==> config.mk <==
export PLATFORM = sky130hd
export DESIGN_NAME = ps2_host_transmitter_flat
export DESIGN_NICKNAME = d
export VERILOG_FILES = /design/src/rtl/ps2_host_transmitter_if.sv /design/src/rtl/ps2_host_transmitter.sv /design/src/flat_wrapper.sv
export SDC_FILE = /design/constraint.sdc
export NUM_CORES = 1
export LEC_CHECK = 0
export BUFFER_PORTS_ARGS = -buffer_cell sky130_fd_sc_hd__buf_2
export CORE_ASPECT_RATIO = 0.6
export CORE_MARGIN = 2
export CORE_UTILIZATION = 63
export CTS_BUF_LIST = sky130_fd_sc_hd__clkbuf_4
export DETAILED_ROUTE_END_ITERATION = 7
export PLACE_DENSITY = 0.94
export SYNTH_ARGS = -nofsm -noshare
export SYNTH_HDL_FRONTEND = slang
export SYNTH_SLANG_ARGS = --single-unit
export TNS_END_PERCENT = 30
==> constraint.sdc <==
create_clock -name clk -period 3.1 [get_ports clk]
set_clock_uncertainty 0.15 [all_clocks]
set_input_delay 0.465 -clock clk [delete_from_list [all_inputs] [get_ports clk]]
set_output_delay 0.465 -clock clk [all_outputs]
set_load 0.02 [all_outputs]
==> src/rtl/ps2_host_transmitter_if.sv <==
// Command/status and open-drain line signals between a PS/2 host transmitter and its client.
// "master" is the client side (issues bytes, models the physical lines); "slave" is the transmitter.
interface ps2_host_transmitter_if;
  logic [7:0] tx_data;
  logic       tx_valid;
  logic       tx_ready;
  logic       ps2_clk_in;
  logic       ps2_data_in;
  logic       ps2_clk_drive_low;
  logic       ps2_data_drive_low;
  logic       rx_inhibit;
  logic       tx_done;
  logic       tx_err;
  logic [1:0] err_code;

  modport master (
    output tx_data, tx_valid, ps2_clk_in, ps2_data_in,
    input  tx_ready, ps2_clk_drive_low, ps2_data_drive_low, rx_inhibit, tx_done, tx_err, err_code
  );

  modport slave (
    input  tx_data, tx_valid, ps2_clk_in, ps2_data_in,
    output tx_ready, ps2_clk_drive_low, ps2_data_drive_low, rx_inhibit, tx_done, tx_err, err_code
  );
endinterface

==> src/rtl/ps2_host_transmitter.sv <==
// Host-to-device PS/2 transmitter: inhibit, request-to-send, shift byte+parity+stop on the
// device clock, then check the device ACK. One byte in flight; TX_VALID ignored while busy.
module ps2_host_transmitter #(
  parameter int INHIBIT_CYCLES = 5000,
  parameter int TIMEOUT_CYCLES = 750000,
  parameter int SYNC_STAGES    = 2
) (
  input  logic                    clk,
  input  logic                    rst,
  ps2_host_transmitter_if.slave   bus
);

  localparam int IW = $clog2(INHIBIT_CYCLES + 1);
  localparam int TW = $clog2(TIMEOUT_CYCLES + 1);
  localparam logic [IW-1:0] INH_LAST = IW'(INHIBIT_CYCLES - 1);
  localparam logic [TW-1:0] TO_LAST  = TW'(TIMEOUT_CYCLES - 1);

  typedef enum logic [2:0] {IDLE, INHIBIT, REQ, SHIFT, WAIT_IDLE} state_t;

  state_t                 state;
  logic [SYNC_STAGES-1:0] clk_sync, data_sync;
  logic                   clk_prev;
  logic                   clk_s, data_s, fe;
  logic [7:0]             shreg;
  logic                   parity;
  logic [3:0]             edge_cnt;
  logic [IW-1:0]          inh_cnt;
  logic [TW-1:0]          to_cnt;
  logic                   ack_ok;
  logic                   tx_ready_q, clk_low_q, data_low_q, rx_inhibit_q, tx_done_q, tx_err_q;
  logic [1:0]             err_code_q;

  assign clk_s  = clk_sync[SYNC_STAGES-1];
  assign data_s = data_sync[SYNC_STAGES-1];
  assign fe     = clk_prev & ~clk_s;

  // Synchronizers reset to the idle-high bus level so no spurious edge follows reset.
  always_ff @(posedge clk or posedge rst) begin
    if (rst) begin
      clk_sync  <= '1;
      data_sync <= '1;
      clk_prev  <= 1'b1;
    end else begin
      clk_sync  <= {clk_sync[SYNC_STAGES-2:0], bus.ps2_clk_in};
      data_sync <= {data_sync[SYNC_STAGES-2:0], bus.ps2_data_in};
      clk_prev  <= clk_s;
    end
  end

  always_ff @(posedge clk or posedge rst) begin
    if (rst) begin
      state        <= IDLE;
      tx_ready_q   <= 1'b1;
      clk_low_q    <= 1'b0;
      data_low_q   <= 1'b0;
      rx_inhibit_q <= 1'b0;
      tx_done_q    <= 1'b0;
      tx_err_q     <= 1'b0;
      err_code_q   <= 2'b00;
      shreg        <= '0;
      parity       <= 1'b0;
      edge_cnt     <= '0;
      inh_cnt      <= '0;
      to_cnt       <= '0;
      ack_ok       <= 1'b0;
    end else begin
      tx_done_q <= 1'b0;
      tx_err_q  <= 1'b0;
      case (state)
        IDLE: begin
          clk_low_q    <= 1'b0;
          data_low_q   <= 1'b0;
          rx_inhibit_q <= 1'b0;
          // tx_ready stays low through the DONE/ERR pulse cycle and rises one cycle later.
          if (bus.tx_valid && tx_ready_q) begin
            shreg        <= bus.tx_data;
            parity       <= ~^bus.tx_data;
            err_code_q   <= 2'b00;
            inh_cnt      <= '0;
            tx_ready_q   <= 1'b0;
            rx_inhibit_q <= 1'b1;
            clk_low_q    <= 1'b1;
            state        <= INHIBIT;
          end else begin
            tx_ready_q <= 1'b1;
          end
        end
        INHIBIT: begin
          if (inh_cnt == INH_LAST) begin
            data_low_q <= 1'b1;
            state      <= REQ;
          end else begin
            inh_cnt <= inh_cnt + 1'b1;
          end
        end
        REQ: begin
          clk_low_q <= 1'b0;
          edge_cnt  <= '0;
          to_cnt    <= '0;
          state     <= SHIFT;
        end
        SHIFT, WAIT_IDLE: begin
          to_cnt <= to_cnt + 1'b1;
          if (to_cnt == TO_LAST) begin
            clk_low_q    <= 1'b0;
            data_low_q   <= 1'b0;
            rx_inhibit_q <= 1'b0;
            tx_err_q     <= 1'b1;
            err_code_q   <= 2'b01;
            state        <= IDLE;
          end else if (state == SHIFT) begin
            if (fe) begin
              edge_cnt <= edge_cnt + 1'b1;
              if (edge_cnt < 4'd8) begin
                data_low_q <= ~shreg[0];
                shreg      <= {1'b0, shreg[7:1]};
              end else if (edge_cnt == 4'd8) begin
                data_low_q <= ~parity;
              end else if (edge_cnt == 4'd9) begin
                data_low_q <= 1'b0;
              end else begin
                ack_ok <= ~data_s;
                state  <= WAIT_IDLE;
              end
            end
          end else if (clk_s && data_s) begin
            rx_inhibit_q <= 1'b0;
            tx_done_q    <= ack_ok;
            tx_err_q     <= ~ack_ok;
            if (!ack_ok) err_code_q <= 2'b10;
            state <= IDLE;
          end
        end
        default: state <= IDLE;
      endcase
    end
  end

  assign bus.tx_ready           = tx_ready_q;
  assign bus.ps2_clk_drive_low  = clk_low_q;
  assign bus.ps2_data_drive_low = data_low_q;
  assign bus.rx_inhibit         = rx_inhibit_q;
  assign bus.tx_done            = tx_done_q;
  assign bus.tx_err             = tx_err_q;
  assign bus.err_code           = err_code_q;

endmodule
==> src/flat_wrapper.sv <==
// flat-port wrapper written by rule: the top's interface ports become plain ports
module ps2_host_transmitter_flat 
#(
  parameter int INHIBIT_CYCLES = 5000,
  parameter int TIMEOUT_CYCLES = 750000,
  parameter int SYNC_STAGES    = 2
)
  (clk, rst, bus_tx_data, bus_tx_valid, bus_ps2_clk_in, bus_ps2_data_in, bus_tx_ready, bus_ps2_clk_drive_low, bus_ps2_data_drive_low, bus_rx_inhibit, bus_tx_done, bus_tx_err, bus_err_code);
  ps2_host_transmitter_if bus_i ();
  input  logic clk;
  input  logic rst;
  input wire logic [$bits(bus_i.tx_data)-1:0] bus_tx_data;
  input wire logic [$bits(bus_i.tx_valid)-1:0] bus_tx_valid;
  input wire logic [$bits(bus_i.ps2_clk_in)-1:0] bus_ps2_clk_in;
  input wire logic [$bits(bus_i.ps2_data_in)-1:0] bus_ps2_data_in;
  output wire logic [$bits(bus_i.tx_ready)-1:0] bus_tx_ready;
  output wire logic [$bits(bus_i.ps2_clk_drive_low)-1:0] bus_ps2_clk_drive_low;
  output wire logic [$bits(bus_i.ps2_data_drive_low)-1:0] bus_ps2_data_drive_low;
  output wire logic [$bits(bus_i.rx_inhibit)-1:0] bus_rx_inhibit;
  output wire logic [$bits(bus_i.tx_done)-1:0] bus_tx_done;
  output wire logic [$bits(bus_i.tx_err)-1:0] bus_tx_err;
  output wire logic [$bits(bus_i.err_code)-1:0] bus_err_code;
  assign bus_i.tx_data = bus_tx_data;
  assign bus_i.tx_valid = bus_tx_valid;
  assign bus_i.ps2_clk_in = bus_ps2_clk_in;
  assign bus_i.ps2_data_in = bus_ps2_data_in;
  assign bus_tx_ready = bus_i.tx_ready;
  assign bus_ps2_clk_drive_low = bus_i.ps2_clk_drive_low;
  assign bus_ps2_data_drive_low = bus_i.ps2_data_drive_low;
  assign bus_rx_inhibit = bus_i.rx_inhibit;
  assign bus_tx_done = bus_i.tx_done;
  assign bus_tx_err = bus_i.tx_err;
  assign bus_err_code = bus_i.err_code;
  ps2_host_transmitter #(.INHIBIT_CYCLES(INHIBIT_CYCLES), .TIMEOUT_CYCLES(TIMEOUT_CYCLES), .SYNC_STAGES(SYNC_STAGES)) u_core (.clk(clk), .rst(rst), .bus(bus_i));
endmodule
# [After elaboration in Yosys (flattened, before gate mapping)]
# Index checks and enable logic that the tools add are counted.
# Widths: inputs -> output; s select.
[totals] ff_bits=63 elab_cells=132
[op_classes] add_sub_neg=3 n_lt_le_gt_ge=1 eq_ne=27 muxes=54 bitwise_logic=10 n_reduce_logical=20
[ops] op="$mux 8" count=5
[ops] op="$pmux 20 s2" count=1
[ops] op="$mux 3" count=9
[ops] op="$mux 13" count=2
[ops] op="$pmux 13 s2" count=1
[ops] op="$mux 1" count=21
[ops] op="$add 20x1->20 const B" count=1
[ops] op="$eq 20x20->1 const B" count=1
[ops] op="$pmux 8 s2" count=1
[ops] op="$reduce_and 7->1" count=2
[ops] op="$add 13x1->13 const B" count=1
[ops] op="$eq 13x13->1 const B" count=1
[ops] op="$mux 4" count=3
[ops] op="$ne 2x1->1 const B" count=6
[ops] op="$ne 4x3->1 const B" count=3
[ops] op="$pmux 3 s4" count=1
[ops] op="$mux 2" count=5
[ops] op="$reduce_and 5->1" count=2
[ops] op="$ne 3x1->1 const B" count=3
[ops] op="$not 1->1" count=9
[ops] op="$eq 4x4->1 const B" count=2
[ops] op="$pmux 4 s2" count=1
[ops] op="$reduce_xnor 8->1" count=1
[ops] op="$eq 3x2->1 const B" count=2
[ops] op="23 further kinds" count=31

# [Logic depth before layout (Yosys ltp)]
# Gate-level depths: netlist of run 1.
[depth] depth_word=8 mapped_depth=9 mapped_depth_nobuf=7

# [Worst setup path after synthesis of run 1]
# No wires, ideal clock.
[synth_path] kind="reg-to-reg" from="register u_core.to_cnt[6]" to="register u_core.shreg[0]" setup_time_ns=0.125 t_arrival_ns=2.080 setup_slack_ns=0.746 path_stages_with_launch=6 n_path_buf=0 cell_sequence="dfrtp_1 or4b_4 nor4_4 nand2_2 a41oi_4 mux2_2"
[synth_between] elab_chain_cells=3
[synth_rtl] element="start: declaration" line="ps2_host_transmitter.sv:28" source="logic [TW-1:0] to_cnt;"
[synth_rtl] element="start signal: assignment" line="ps2_host_transmitter.sv:103" source="to_cnt <= to_cnt + 1'b1;"
[synth_rtl] element="$eq 20x20->1" line="ps2_host_transmitter.sv:104" source="if (to_cnt == TO_LAST) begin"
[synth_rtl] element="$ne 2x2->1 (no source line)"
[synth_rtl] element="$reduce_and 6->1 (no source line)"
[synth_rtl] element="end signal: assignment" line="ps2_host_transmitter.sv:76" source="shreg <= bus.tx_data;"
[synth_rtl] element="end signal: assignment" line="ps2_host_transmitter.sv:116" source="shreg <= {1'b0, shreg[7:1]};"
[synth_rtl] element="end: declaration" line="ps2_host_transmitter.sv:24" source="logic [7:0] shreg;"
# No other way between the ends.
# A chain may end at the register's enable or synchronous reset.

# [Worst setup path in the final report of run 1]
[layout_path] from="register u_core.to_cnt[1]" to="register u_core.shreg[5]"
# Same word-level chain as after synthesis.

==> metrics.txt, run 1 <==
# TYPE chip_impl_metric gauge
chip_impl_info{name="outcome",value="completed"} 1
chip_impl_metric{name="tritoncts_num_sinks",unit=""} 63
chip_impl_metric{name="post-synth-top-area-fraction",unit="%"} 41.85
chip_impl_info{name="reg2reg_from",value="u_core.to_cnt[1]"} 1
chip_impl_info{name="clock_tree_from_tritoncts",value="done"} 1
chip_impl_metric{name="die_x",unit="µm"} 98.96
chip_impl_metric{name="fmax",unit="GHz"} 0.3818
chip_impl_metric{name="async_reset_ff_share",unit="%"} 100.0
chip_impl_metric{name="period_share",unit="%"} 84.48
chip_impl_metric{name="finalPower",unit="mW"} 1.448
chip_impl_metric{name="timing.setup.tns",unit="ps"} 0
chip_impl_metric{name="die_area",unit="mm²"} 0.006034
chip_impl_metric{name="maxCapViolations",unit=""} 0
chip_impl_info{name="flip_flop_cell_with_the_highest_count_after_synthesis",value="sky130_fd_sc_hd__dfrtp_1"} 1
chip_impl_metric{name="start_util",unit="%"} 66.44
chip_impl_metric{name="critical-path-max-stage-delay",unit="ps"} 470
chip_impl_metric{name="wl_per_cell",unit="µm"} 17.88
chip_impl_metric{name="worst-path-buf-inv",unit=""} 0
chip_impl_metric{name="cts.htree.levels",unit=""} 3
chip_impl_metric{name="placement.cell_area",unit="mm²"} 0.003591
chip_impl_info{name="critical_path.startpoint_type",value="register"} 1
chip_impl_metric{name="r2r_cells",unit=""} 6
chip_impl_metric{name="postCtsSetupRepairBufs",unit=""} 0
chip_impl_metric{name="core_area",unit="mm²"} 0.005130
chip_impl_metric{name="final_period_minus_worst_setup_slack",unit="ps"} 2619
chip_impl_metric{name="drt_pass1_iterations",unit=""} 5
chip_impl_info{name="cts_root_buf",value="sky130_fd_sc_hd__clkbuf_4"} 1
chip_impl_info{name="synth_area_leader_cell",value="sky130_fd_sc_hd__dfrtp_1"} 1
chip_impl_metric{name="initialDrtViolationCount",unit=""} 373
chip_impl_metric{name="cts_max_path_buffers",unit=""} 2
chip_impl_metric{name="drc",unit=""} 0
chip_impl_metric{name="clkLatencyLatePin",unit="ps"} 420
chip_impl_metric{name="vdd_ir_drop_max",unit="V"} 0.0003552
chip_impl_metric{name="vias_in_the_first_global_route",unit=""} 2707
chip_impl_metric{name="synth-seq-cells",unit=""} 63
chip_impl_metric{name="grt_start_max_net_pins",unit=""} 44
chip_impl_metric{name="diodes",unit=""} 0
chip_impl_metric{name="synth_cell_types",unit=""} 47
chip_impl_metric{name="fillerInstances",unit=""} 343
chip_impl_metric{name="grtUsageTotal",unit="%"} 29.30
chip_impl_metric{name="num-nets-final",unit=""} 403
chip_impl_metric{name="placementRows",unit=""} 20
chip_impl_metric{name="report.final.setup_viol",unit=""} 0
chip_impl_metric{name="route.final.wire_length",unit="µm"} 8153
chip_impl_metric{name="power.density_cell_area",unit="mW/mm²"} 386.0
chip_impl_metric{name="path_clk_slew",unit="ps"} 110
chip_impl_metric{name="maxSlewViolCount",unit=""} 0
chip_impl_info{name="hold_wc_path_type",value="in2async"} 1
chip_impl_metric{name="relSlewSlack",unit="%"} 19.47
chip_impl_metric{name="final_antenna_net_count",unit=""} 0
chip_impl_metric{name="floorplan.io_pins",unit=""} 21
chip_impl_info{name="end_kind",value="register"} 1
chip_impl_info{name="crit_slowest_cell",value="sky130_fd_sc_hd__dfrtp_1"} 1
chip_impl_metric{name="ff2ff_setup_slack",unit="ps"} 480
chip_impl_info{name="synthTopCellsByArea",value="sky130_fd_sc_hd__dfrtp_1, sky130_fd_sc_hd__o21ai_0, sky130_fd_sc_hd__mux2_2"} 1
chip_impl_metric{name="viasPerCell",unit=""} 6.548
chip_impl_metric{name="die_h",unit="µm"} 60.98
chip_impl_metric{name="layout_cell_share_with_drive_strength_beyond_1",unit="%"} 18.72
chip_impl_metric{name="placement.io_buffers",unit=""} 20
chip_impl_metric{name="number_of_cts_inserted_buffers",unit=""} 9
chip_impl_metric{name="post_cts_resized",unit=""} 0
chip_impl_metric{name="worstMarginPinSlew",unit="ps"} 1204
chip_impl_metric{name="synth_edf_count",unit=""} 0
chip_impl_metric{name="routed-via-count",unit=""} 2986
chip_impl_metric{name="syn_to_final_growth",unit="%"} 10.10
chip_impl_info{name="worstSetupPathType",value="reg2reg"} 1
chip_impl_metric{name="fin_hold_ws",unit="ps"} 63.34
chip_impl_metric{name="synth_fp_nets",unit=""} 377
chip_impl_metric{name="post_synth_inst_count",unit=""} 359
chip_impl_info{name="crit_path_cell_trace",value="ha_1, nand3_1, nor3_1, nand2_2, a41oi_4, mux2_2"} 1
chip_impl_metric{name="worstPathArrival",unit="ps"} 2780
chip_impl_metric{name="total_leakage_power",unit="nW"} 1.628
chip_impl_metric{name="place.detailed.hpwl",unit="µm"} 5842
chip_impl_metric{name="initial_antenna_violation_count",unit=""} 0
chip_impl_info{name="most-common-layout-cells",value="sky130_fd_sc_hd__dfrtp_1, sky130_fd_sc_hd__o21ai_0, sky130_fd_sc_hd__nand2_1, sky130_fd_sc_hd__nor2_1, sky130_fd_sc_hd__nand3_1"} 1
chip_impl_metric{name="syn-cell-area",unit="mm²"} 0.003408
chip_impl_metric{name="final-hold-violation-count",unit=""} 0
chip_impl_metric{name="worst_endpoint_required_time",unit="ps"} 3270
chip_impl_metric{name="crit_path_max_fanout",unit=""} 8
chip_impl_info{name="rsz_0062_raised_after_global_routing",value="no"} 1
chip_impl_info{name="r2r-end",value="u_core.shreg[5]"} 1
chip_impl_metric{name="grt_first_pass_wirelength",unit="µm"} 13480
chip_impl_info{name="layout.cells.most_common",value="sky130_fd_sc_hd__dfrtp_1"} 1
chip_impl_metric{name="seq_area_frac_synth",unit="%"} 46.48
chip_impl_info{name="critPathTopFamily",value="simple AND/OR/NAND/NOR gates"} 1
chip_impl_metric{name="gpl.final_weighted_congestion",unit=""} 0.9273
chip_impl_metric{name="synth.yosys.warnings",unit=""} 0
chip_impl_metric{name="fin_area",unit="mm²"} 0.003752
chip_impl_metric{name="syn_avg_cell_area",unit="µm²"} 9.494
chip_impl_metric{name="globalRoute.totalOverflow",unit=""} 0
## logic make-up after synthesis
group	Yosys count	synth area share [%]
buf+inv	23	2.717
compound gates	77	14.06
xor+xnor	21	5.396
flops	63	46.48
mux	18	5.837
fa+ha+maj	5	1.836
simple gates	152	23.68
## report_power, final
part           internal [mW]  switching (mW)  leakage [nW]
Combinational         0.0237          0.0347         0.735
Clock                  0.244           0.315        0.0642
Sequential             0.827         0.00329         0.829
Total                   1.10           0.353          1.63
## worst reg2reg max path: stages (launching register included)
cell and delay, ps:
sky130_fd_sc_hd__dfrtp_1 470, sky130_fd_sc_hd__ha_1 250, sky130_fd_sc_hd__nand3_1 200, sky130_fd_sc_hd__nor3_1 440, sky130_fd_sc_hd__nand2_2 200, sky130_fd_sc_hd__a41oi_4 410
sky130_fd_sc_hd__mux2_2 390
## layout make-up
| type | count | area [µm²] | share of cell area (%) |
|---|---|---|---|
| sequential | 63 | 1584 | 42.21 |
| inverter | 8 | 30.03 | 0.8003 |
| timing repair buffer | 30 | 180.2 | 4.802 |
| clock inverter | 7 | 73.82 | 1.967 |
| tap | 66 | 82.58 | 2.201 |
| multi-input combinational | 273 | 1734 | 46.22 |
| clock buffer | 9 | 67.56 | 1.801 |
## per-layer routing
| metal | routed length [µm] | share of wire (%) | GRT usage [%] |
|---|---|---|---|
| met1 | 3659 | 45 | 42.32 |
| met2 | 3497 | 43 | 42.08 |
| met3 | 842 | 10 | 9.908 |
| met4 | 153 | 1.9 | 9.589 |
| met5 | 0 | 0 | 0 |
## flip-flops by register name, summed over array words and instances (netlist names)
register	flops
u_core.bus.tx_ready	1
u_core.bus.ps2_data_drive_low	1
u_core.shreg	8
u_core.data_sync	2
u_core.bus.rx_inhibit	1
u_core.bus.tx_err	1
u_core.inh_cnt	13
u_core.bus.err_code	2
u_core.parity	1
u_core.clk_prev	1
u_core.to_cnt	20
u_core.state	3
u_core.clk_sync	2
u_core.ack_ok	1
u_core.bus.tx_done	1
u_core.bus.ps2_clk_drive_low	1
u_core.edge_cnt	4
## per-stage QoR
step | cells | worst slack, ps | util [%]
after floorplan | 359 | 745.7 | -
after global placement | 438 | 636.0 | 70.00
after detailed placement | 438 | 535.6 | 70.00
after CTS | 456 | 507.8 | 73.15
after global routing | 456 | 300.7 | 73.15
final | 456 | 481.0 | 73.15
## worst max-delay path by stage
stage	depth (start not counted)	end	from	slack (ps)
finish	6	u_core.shreg[5]	u_core.to_cnt[1]	480
global route	6	u_core.shreg[5]	u_core.to_cnt[1]	300
CTS	6	u_core.shreg[5]	u_core.to_cnt[1]	510
detailed placement	6	u_core.shreg[5]	u_core.to_cnt[1]	540
global placement	5	u_core.shreg[4]	u_core.to_cnt[11]	640
floorplan	5	u_core.shreg[0]	u_core.to_cnt[6]	750
## what timing repair did
action	in CTS	in global routing
endpoints found under the setup margin	0	0
hold buffers	2	0
hold endpoints to repair	2	0
## cells in the mapped netlist, drive strengths merged (10+ instances only)
cell type / count
dfrtp: 57
nand2: 34
o21ai: 34
nor2: 29
nand3: 24
mux2: 15
a21oi: 11
nor3: 11
xnor2: 11
and3: 10
clkbuf: 10
nand4: 10
xor2: 10
No activity file was read; power rests on OpenSTA's default activity.
==> run 2: changes to the inputs <==
clock period = 2.7 ns   (was 3.1 ns; I/O delays follow)
==> run 2 against run 1 <==
Against the previous run: clock power increased by 14%; global-route usage increased by 0.35 points; cell count increased by 0.44%; count of clock-buffer cells in the layout increased by 2; largest cell class unchanged.
==> metrics.txt, run 2 (synthesis results as in run 1) <==
# TYPE chip_impl_metric gauge
chip_impl_metric{name="route.final.wire_length",unit="µm"} 8285
chip_impl_info{name="worstSetupPathType",value="reg2reg"} 1
chip_impl_info{name="reg2reg_from",value="u_core.to_cnt[6]"} 1
chip_impl_info{name="most-common-layout-cells",value="sky130_fd_sc_hd__dfrtp_1, sky130_fd_sc_hd__o21ai_0, sky130_fd_sc_hd__nand2_1, sky130_fd_sc_hd__nor2_1, sky130_fd_sc_hd__nand3_1"} 1
chip_impl_metric{name="layout.area.seq",unit="mm²"} 0.001584
chip_impl_metric{name="final_period_minus_worst_setup_slack",unit="ps"} 2568
chip_impl_metric{name="postCtsSetupRepairBufs",unit=""} 0
chip_impl_metric{name="placementRows",unit=""} 20
chip_impl_metric{name="r2r_cells",unit=""} 5
chip_impl_metric{name="largest_register_ffs",unit=""} 20
chip_impl_metric{name="fmax",unit="GHz"} 0.3895
chip_impl_metric{name="gpl.final_weighted_congestion",unit=""} 1.002
chip_impl_metric{name="die_x",unit="µm"} 98.96
chip_impl_metric{name="grt_first_pass_wirelength",unit="µm"} 13520
chip_impl_info{name="clock_tree_from_tritoncts",value="done"} 1
chip_impl_info{name="hold_wc_path_type",value="in2reg"} 1
chip_impl_metric{name="timing.setup.tns",unit="ps"} 0
chip_impl_metric{name="diodes",unit=""} 0
chip_impl_metric{name="floorplan.io_pins",unit=""} 21
chip_impl_metric{name="tritoncts_num_sinks",unit=""} 63
chip_impl_info{name="critical_path.startpoint_type",value="register"} 1
chip_impl_metric{name="worst-path-buf-inv",unit=""} 0
chip_impl_metric{name="clkLatencyLatePin",unit="ps"} 440
chip_impl_metric{name="maxSlewViolCount",unit=""} 0
chip_impl_metric{name="routed-via-count",unit=""} 2974
chip_impl_metric{name="total_leakage_power",unit="nW"} 1.643
chip_impl_info{name="rsz_0062_raised_after_global_routing",value="no"} 1
chip_impl_metric{name="initial_antenna_violation_count",unit=""} 0
chip_impl_metric{name="worst_endpoint_required_time",unit="ps"} 2860
chip_impl_metric{name="worstPathArrival",unit="ps"} 2730
chip_impl_info{name="biggestRegsByFlops",value="u_core.to_cnt x20, u_core.inh_cnt x13, u_core.shreg x8"} 1
chip_impl_info{name="r2r-end",value="u_core.shreg[5]"} 1
chip_impl_metric{name="period_share",unit="%"} 95.10
chip_impl_metric{name="vias_in_the_first_global_route",unit=""} 2765
chip_impl_metric{name="cts_max_path_buffers",unit=""} 2
chip_impl_metric{name="syn_to_final_growth",unit="%"} 10.50
chip_impl_info{name="cts_root_buf",value="sky130_fd_sc_hd__clkbuf_4"} 1
chip_impl_info{name="end_kind",value="register"} 1
chip_impl_metric{name="power.density_cell_area",unit="mW/mm²"} 440.2
chip_impl_metric{name="fin_hold_ws",unit="ps"} 206.2
chip_impl_metric{name="core_area",unit="mm²"} 0.005130
chip_impl_metric{name="place.detailed.hpwl",unit="µm"} 5857
chip_impl_metric{name="crit_path_max_fanout",unit=""} 8
chip_impl_metric{name="viasPerCell",unit=""} 6.493
chip_impl_metric{name="path_clk_slew",unit="ps"} 110
chip_impl_info{name="min-delay-start",value="bus_tx_data[6]"} 1
chip_impl_metric{name="relSlewSlack",unit="%"} 41.99
chip_impl_metric{name="placement.io_buffers",unit=""} 20
chip_impl_metric{name="report.final.setup_viol",unit=""} 0
chip_impl_metric{name="vdd_ir_drop_max",unit="V"} 0.0003217
chip_impl_metric{name="fillerInstances",unit=""} 319
chip_impl_metric{name="maxCapViolations",unit=""} 0
chip_impl_metric{name="min_path_cells",unit=""} 3
chip_impl_metric{name="multi_input_area",unit="mm²"} 0.001739
chip_impl_metric{name="cts.htree.levels",unit=""} 3
chip_impl_info{name="startpoint",value="u_core.to_cnt[6]"} 1
chip_impl_metric{name="wl_per_cell",unit="µm"} 18.09
chip_impl_metric{name="final-hold-violation-count",unit=""} 0
chip_impl_info{name="critPathTopFamily",value="simple AND/OR/NAND/NOR gates"} 1
chip_impl_metric{name="globalRoute.totalOverflow",unit=""} 0
chip_impl_metric{name="number_of_cts_inserted_buffers",unit=""} 9
chip_impl_metric{name="final_antenna_net_count",unit=""} 0
chip_impl_info{name="hold_end",value="u_core.shreg[6]"} 1
chip_impl_metric{name="critical-path-max-stage-delay",unit="ps"} 590
chip_impl_info{name="crit_slowest_cell",value="sky130_fd_sc_hd__or4b_4"} 1
chip_impl_metric{name="ff2ff_setup_slack",unit="ps"} 130
chip_impl_metric{name="grt_start_max_net_pins",unit=""} 30
chip_impl_info{name="crit_path_cell_trace",value="or4b_4, nor4_4, nand2_2, a41oi_4, mux2_2"} 1
chip_impl_metric{name="worstMarginPinSlew",unit="ps"} 862.2
chip_impl_info{name="layout.cells.most_common",value="sky130_fd_sc_hd__dfrtp_1"} 1
chip_impl_metric{name="drc",unit=""} 0
chip_impl_metric{name="die_area",unit="mm²"} 0.006034
chip_impl_metric{name="drt_pass1_iterations",unit=""} 5
chip_impl_metric{name="die_h",unit="µm"} 60.98
chip_impl_metric{name="layout_cell_share_with_drive_strength_beyond_1",unit="%"} 18.62
chip_impl_info{name="largest_register",value="u_core.to_cnt"} 1
chip_impl_metric{name="start_util",unit="%"} 66.44
chip_impl_metric{name="grtUsageTotal",unit="%"} 29.65
chip_impl_metric{name="initialDrtViolationCount",unit=""} 397
chip_impl_metric{name="num-nets-final",unit=""} 405
chip_impl_info{name="outcome",value="completed"} 1
[run 2: layer usage]
metal,GRT usage [%],routed length [µm],share of wire (%),up-vias
met5,0,0,0,-
met4,12.13,137,1.7,0
met3,7.373,806,9.7,21
met2,44.50,3639,44,168
met1,42.16,3702,45,1419
li1,-,-,-,1366
[run 2: power breakdown]
group / internal (mW) / switching (mW) / leakage (nW) / total (mW)
sequential: 0.950 / 0.00326 / 0.829 / 0.953
clock: 0.296 / 0.342 / 0.0719 / 0.638
combinational: 0.0282 / 0.0383 / 0.742 / 0.0665
total: 1.27 / 0.384 / 1.64 / 1.66
[run 2: how the worst max path moves through the flow]
stage	cells past startpoint	endpoint	slack [ps]
floorplan	5	u_core.shreg[0]	350
global route	5	u_core.state[1]	20
finish	5	u_core.shreg[5]	130
global placement	5	u_core.shreg[6]	220
detailed placement	5	u_core.shreg[2]	150
CTS	5	u_core.shreg[2]	140
[run 2: stage by stage]
step	instances	area, µm²	worst slack, ps	utilization (%)	power [mW]
2_1_floorplan	359	3408	345.7	-	1.011
3_3_place_gp	439	3598	220.1	70.15	1.032
3_5_place_dp	439	3598	151.6	70.15	1.035
4_1_cts	458	3761	144.7	73.32	1.664
5_1_grt	458	3766	19.87	73.41	1.710
6_report	458	3766	132.3	73.41	1.658
[run 2: what timing repair did]
action	4_1_cts	5_1_grt
gates resized for setup	0	1
endpoints found under the setup margin	0	7
hold buffers	3	0
hold endpoints to repair	22	0
[run 2: area by class of cell]
class                           count  share of cell area (%)
Clock inverter                      5                   1.329
Inverter                            8                  0.7973
Sequential cell                    63                   42.06
Tap cell                           66                   2.193
Multi-Input combinational cell    273                   46.18
Clock buffer                       11                   2.193
Timing Repair Buffer               32                   5.249
[run 2: worst min-delay path, cell delays in order]
cell and delay [ps]:
sky130_fd_sc_hd__buf_2 100, sky130_fd_sc_hd__mux2_2 130, sky130_fd_sc_hd__mux2_2 130
==> run 3: changes to the inputs <==
CORE_UTILIZATION = 68   (was 63)
PLACE_DENSITY = 0.95   (was 0.94)
clock period = 3.1 ns   (was 2.7 ns; I/O delays follow)
==> run 3 against run 2 <==
Against the previous run: critical endpoint is now u_core.to_cnt[5]; core utilization rose by 7.1 points; maximum frequency down 4.0%; global-route usage up 6.6 points; highest routed layer unchanged; via count rose by 7.6%; clock power up 16%; first-iteration DRC count grew 51%; sequential share of layout area shrank 0.25 points; critical path type unchanged.
==> metrics.txt, run 3 (synthesis results as in run 1) <==
# TYPE chip_impl_metric gauge
chip_impl_metric{name="crit_path_max_fanout",unit=""} 19
chip_impl_metric{name="worstPathArrival",unit="ps"} 2840
chip_impl_info{name="crit_slowest_cell",value="sky130_fd_sc_hd__nor2_1"} 1
chip_impl_metric{name="fin_hold_ws",unit="ps"} 221.8
chip_impl_metric{name="fillerInstances",unit=""} 270
chip_impl_metric{name="largest_register_ffs",unit=""} 20
chip_impl_metric{name="post_cts_resized",unit=""} 0
chip_impl_metric{name="syn_to_final_growth",unit="%"} 11.16
chip_impl_metric{name="grt_start_max_net_pins",unit=""} 33
chip_impl_info{name="startpoint",value="u_core.state[1]"} 1
chip_impl_metric{name="floorplan.io_pins",unit=""} 21
chip_impl_metric{name="final-hold-violation-count",unit=""} 0
chip_impl_metric{name="dp_slack",unit="ps"} 477.9
chip_impl_metric{name="worst_endpoint_required_time",unit="ps"} 3270
chip_impl_metric{name="report.final.setup_viol",unit=""} 0
chip_impl_metric{name="viasPerCell",unit=""} 7.111
chip_impl_metric{name="placement.cell_area",unit="mm²"} 0.003570
chip_impl_info{name="clock_tree_from_tritoncts",value="done"} 1
chip_impl_metric{name="cts.htree.levels",unit=""} 3
chip_impl_info{name="rsz_0062_raised_after_global_routing",value="no"} 1
chip_impl_info{name="reg2reg_from",value="u_core.state[1]"} 1
chip_impl_info{name="cts_root_buf",value="sky130_fd_sc_hd__clkbuf_4"} 1
chip_impl_metric{name="initialDrtViolationCount",unit=""} 599
chip_impl_info{name="outcome",value="completed"} 1
chip_impl_metric{name="final_antenna_net_count",unit=""} 0
chip_impl_metric{name="postCtsSetupRepairBufs",unit=""} 0
chip_impl_metric{name="route.final.wire_length",unit="µm"} 9030
chip_impl_metric{name="ff2ff_setup_slack",unit="ps"} 430
chip_impl_metric{name="tritoncts_num_sinks",unit=""} 63
chip_impl_metric{name="finalPower",unit="mW"} 1.630
chip_impl_metric{name="layout_cell_share_with_drive_strength_beyond_1",unit="%"} 17.83
chip_impl_metric{name="power.density_cell_area",unit="mW/mm²"} 430.3
chip_impl_metric{name="final_period_minus_worst_setup_slack",unit="ps"} 2674
chip_impl_metric{name="core_area",unit="mm²"} 0.004707
chip_impl_info{name="end_kind",value="register"} 1
chip_impl_metric{name="clkLatencyLatePin",unit="ps"} 440
chip_impl_metric{name="die_x",unit="µm"} 95.40
chip_impl_metric{name="fmax",unit="GHz"} 0.3740
chip_impl_metric{name="grtUsageTotal",unit="%"} 36.22
chip_impl_metric{name="layout.core_utilization",unit="%"} 80.49
chip_impl_metric{name="grt_first_pass_wirelength",unit="µm"} 14980
chip_impl_metric{name="placementRows",unit=""} 19
chip_impl_metric{name="die_area",unit="mm²"} 0.005613
chip_impl_info{name="min-delay-start",value="u_core.data_sync[0]"} 1
chip_impl_info{name="largest_register",value="u_core.to_cnt"} 1
chip_impl_metric{name="fin_area",unit="mm²"} 0.003789
chip_impl_metric{name="multi_input_area",unit="mm²"} 0.001734
chip_impl_metric{name="placement.io_buffers",unit=""} 20
chip_impl_metric{name="worstMarginPinSlew",unit="ps"} 1207
chip_impl_info{name="hold_wc_path_type",value="reg2reg"} 1
chip_impl_metric{name="vdd_ir_drop_max",unit="V"} 0.0005555
chip_impl_metric{name="diodes",unit=""} 0
chip_impl_metric{name="die_h",unit="µm"} 58.84
chip_impl_metric{name="final_critical_path_setup_slack",unit="ps"} 426.2
chip_impl_metric{name="layout.area.seq",unit="mm²"} 0.001584
chip_impl_metric{name="period_share",unit="%"} 86.25
chip_impl_metric{name="number_of_cts_inserted_buffers",unit=""} 9
chip_impl_metric{name="path_clk_slew",unit="ps"} 120
chip_impl_metric{name="vias_in_the_first_global_route",unit=""} 2922
chip_impl_info{name="worstSetupPathType",value="reg2reg"} 1
chip_impl_metric{name="drt_pass1_iterations",unit=""} 6
chip_impl_metric{name="maxSlewViolCount",unit=""} 0
chip_impl_metric{name="cts_max_path_buffers",unit=""} 2
chip_impl_metric{name="maxCapViolations",unit=""} 0
chip_impl_metric{name="wl_per_cell",unit="µm"} 20.07
chip_impl_metric{name="globalRoute.totalOverflow",unit=""} 0
chip_impl_metric{name="routed-via-count",unit=""} 3200
chip_impl_metric{name="initial_antenna_violation_count",unit=""} 0
chip_impl_info{name="critical-path-top-cell-by-count",value="sky130_fd_sc_hd__nor2_1"} 1
chip_impl_metric{name="drc",unit=""} 0
chip_impl_metric{name="timing.setup.tns",unit="ps"} 0
chip_impl_metric{name="num-nets-final",unit=""} 400
chip_impl_info{name="most-common-layout-cells",value="sky130_fd_sc_hd__dfrtp_1, sky130_fd_sc_hd__o21ai_0, sky130_fd_sc_hd__nand2_1, sky130_fd_sc_hd__nor2_1, sky130_fd_sc_hd__nand3_1"} 1
chip_impl_metric{name="critical-path-max-stage-delay",unit="ps"} 940
chip_impl_metric{name="gpl.final_weighted_congestion",unit=""} 0.9589
chip_impl_info{name="critical_path.startpoint_type",value="register"} 1
chip_impl_metric{name="dp.cells",unit=""} 431
chip_impl_metric{name="relSlewSlack",unit="%"} 19.25
chip_impl_metric{name="place.detailed.hpwl",unit="µm"} 5830
chip_impl_metric{name="start_util",unit="%"} 72.41
chip_impl_metric{name="total_leakage_power",unit="nW"} 1.653
chip_impl_info{name="biggestRegsByFlops",value="u_core.to_cnt x20, u_core.inh_cnt x13, u_core.shreg x8"} 1
chip_impl_info{name="crit_path_cell_trace",value="inv_1, nor2_1, nor2_1, o21ai_0, o41ai_1"} 1
chip_impl_info{name="layout.cells.most_common",value="sky130_fd_sc_hd__dfrtp_1"} 1
chip_impl_metric{name="fin_cells",unit=""} 450
[run 3: path summary, 6_finish.rpt]
check | to | cells past startpoint
max in group asynchronous | u_core.inh_cnt[10] | 4
min | u_core.data_sync[1] | 0
max | u_core.to_cnt[5] | 5
max reg2reg | u_core.to_cnt[5] | 5
min reg2reg | u_core.data_sync[1] | 0
min in group asynchronous | u_core.bus.tx_done | 3
[run 3: area by class of cell]
cell class              count  area share, %
repair buffers             27          4.557
inverters                   8         0.7926
clock inverters             7          3.203
well taps                  63          2.081
multi-input cells         273          45.77
clock buffers               9          1.783
flip-flops and latches     63          41.81
[run 3: timing repair]
action	in CTS	in global routing
hold endpoints to repair	27	0
setup endpoints to repair	0	0
hold buffers	3	0
[run 3: worst max-delay path: cells and delay by family (launching register included)]
| family | cells | cell delay (ps) |
|---|---|---|
| compound gates | 2 | 480 |
| buf+inv | 1 | 320 |
| flops | 1 | 520 |
| simple gates | 2 | 1080 |
[run 3: layer usage]
metal / global-route usage [%] / up-vias / share of wire, %
met2: 53.12 / 260 / 44
met1: 49.96 / 1519 / 39
li1: - / 1367 / -
met5: 0 / - / 0
met4: 13.67 / 0 / 3.5
met3: 13.44 / 54 / 13
[run 3: power breakdown]
part           internal (mW)  switching [mW]  leakage (nW)
Clock                  0.410           0.329         0.100
Combinational         0.0254          0.0346         0.724
Sequential             0.828         0.00343         0.829
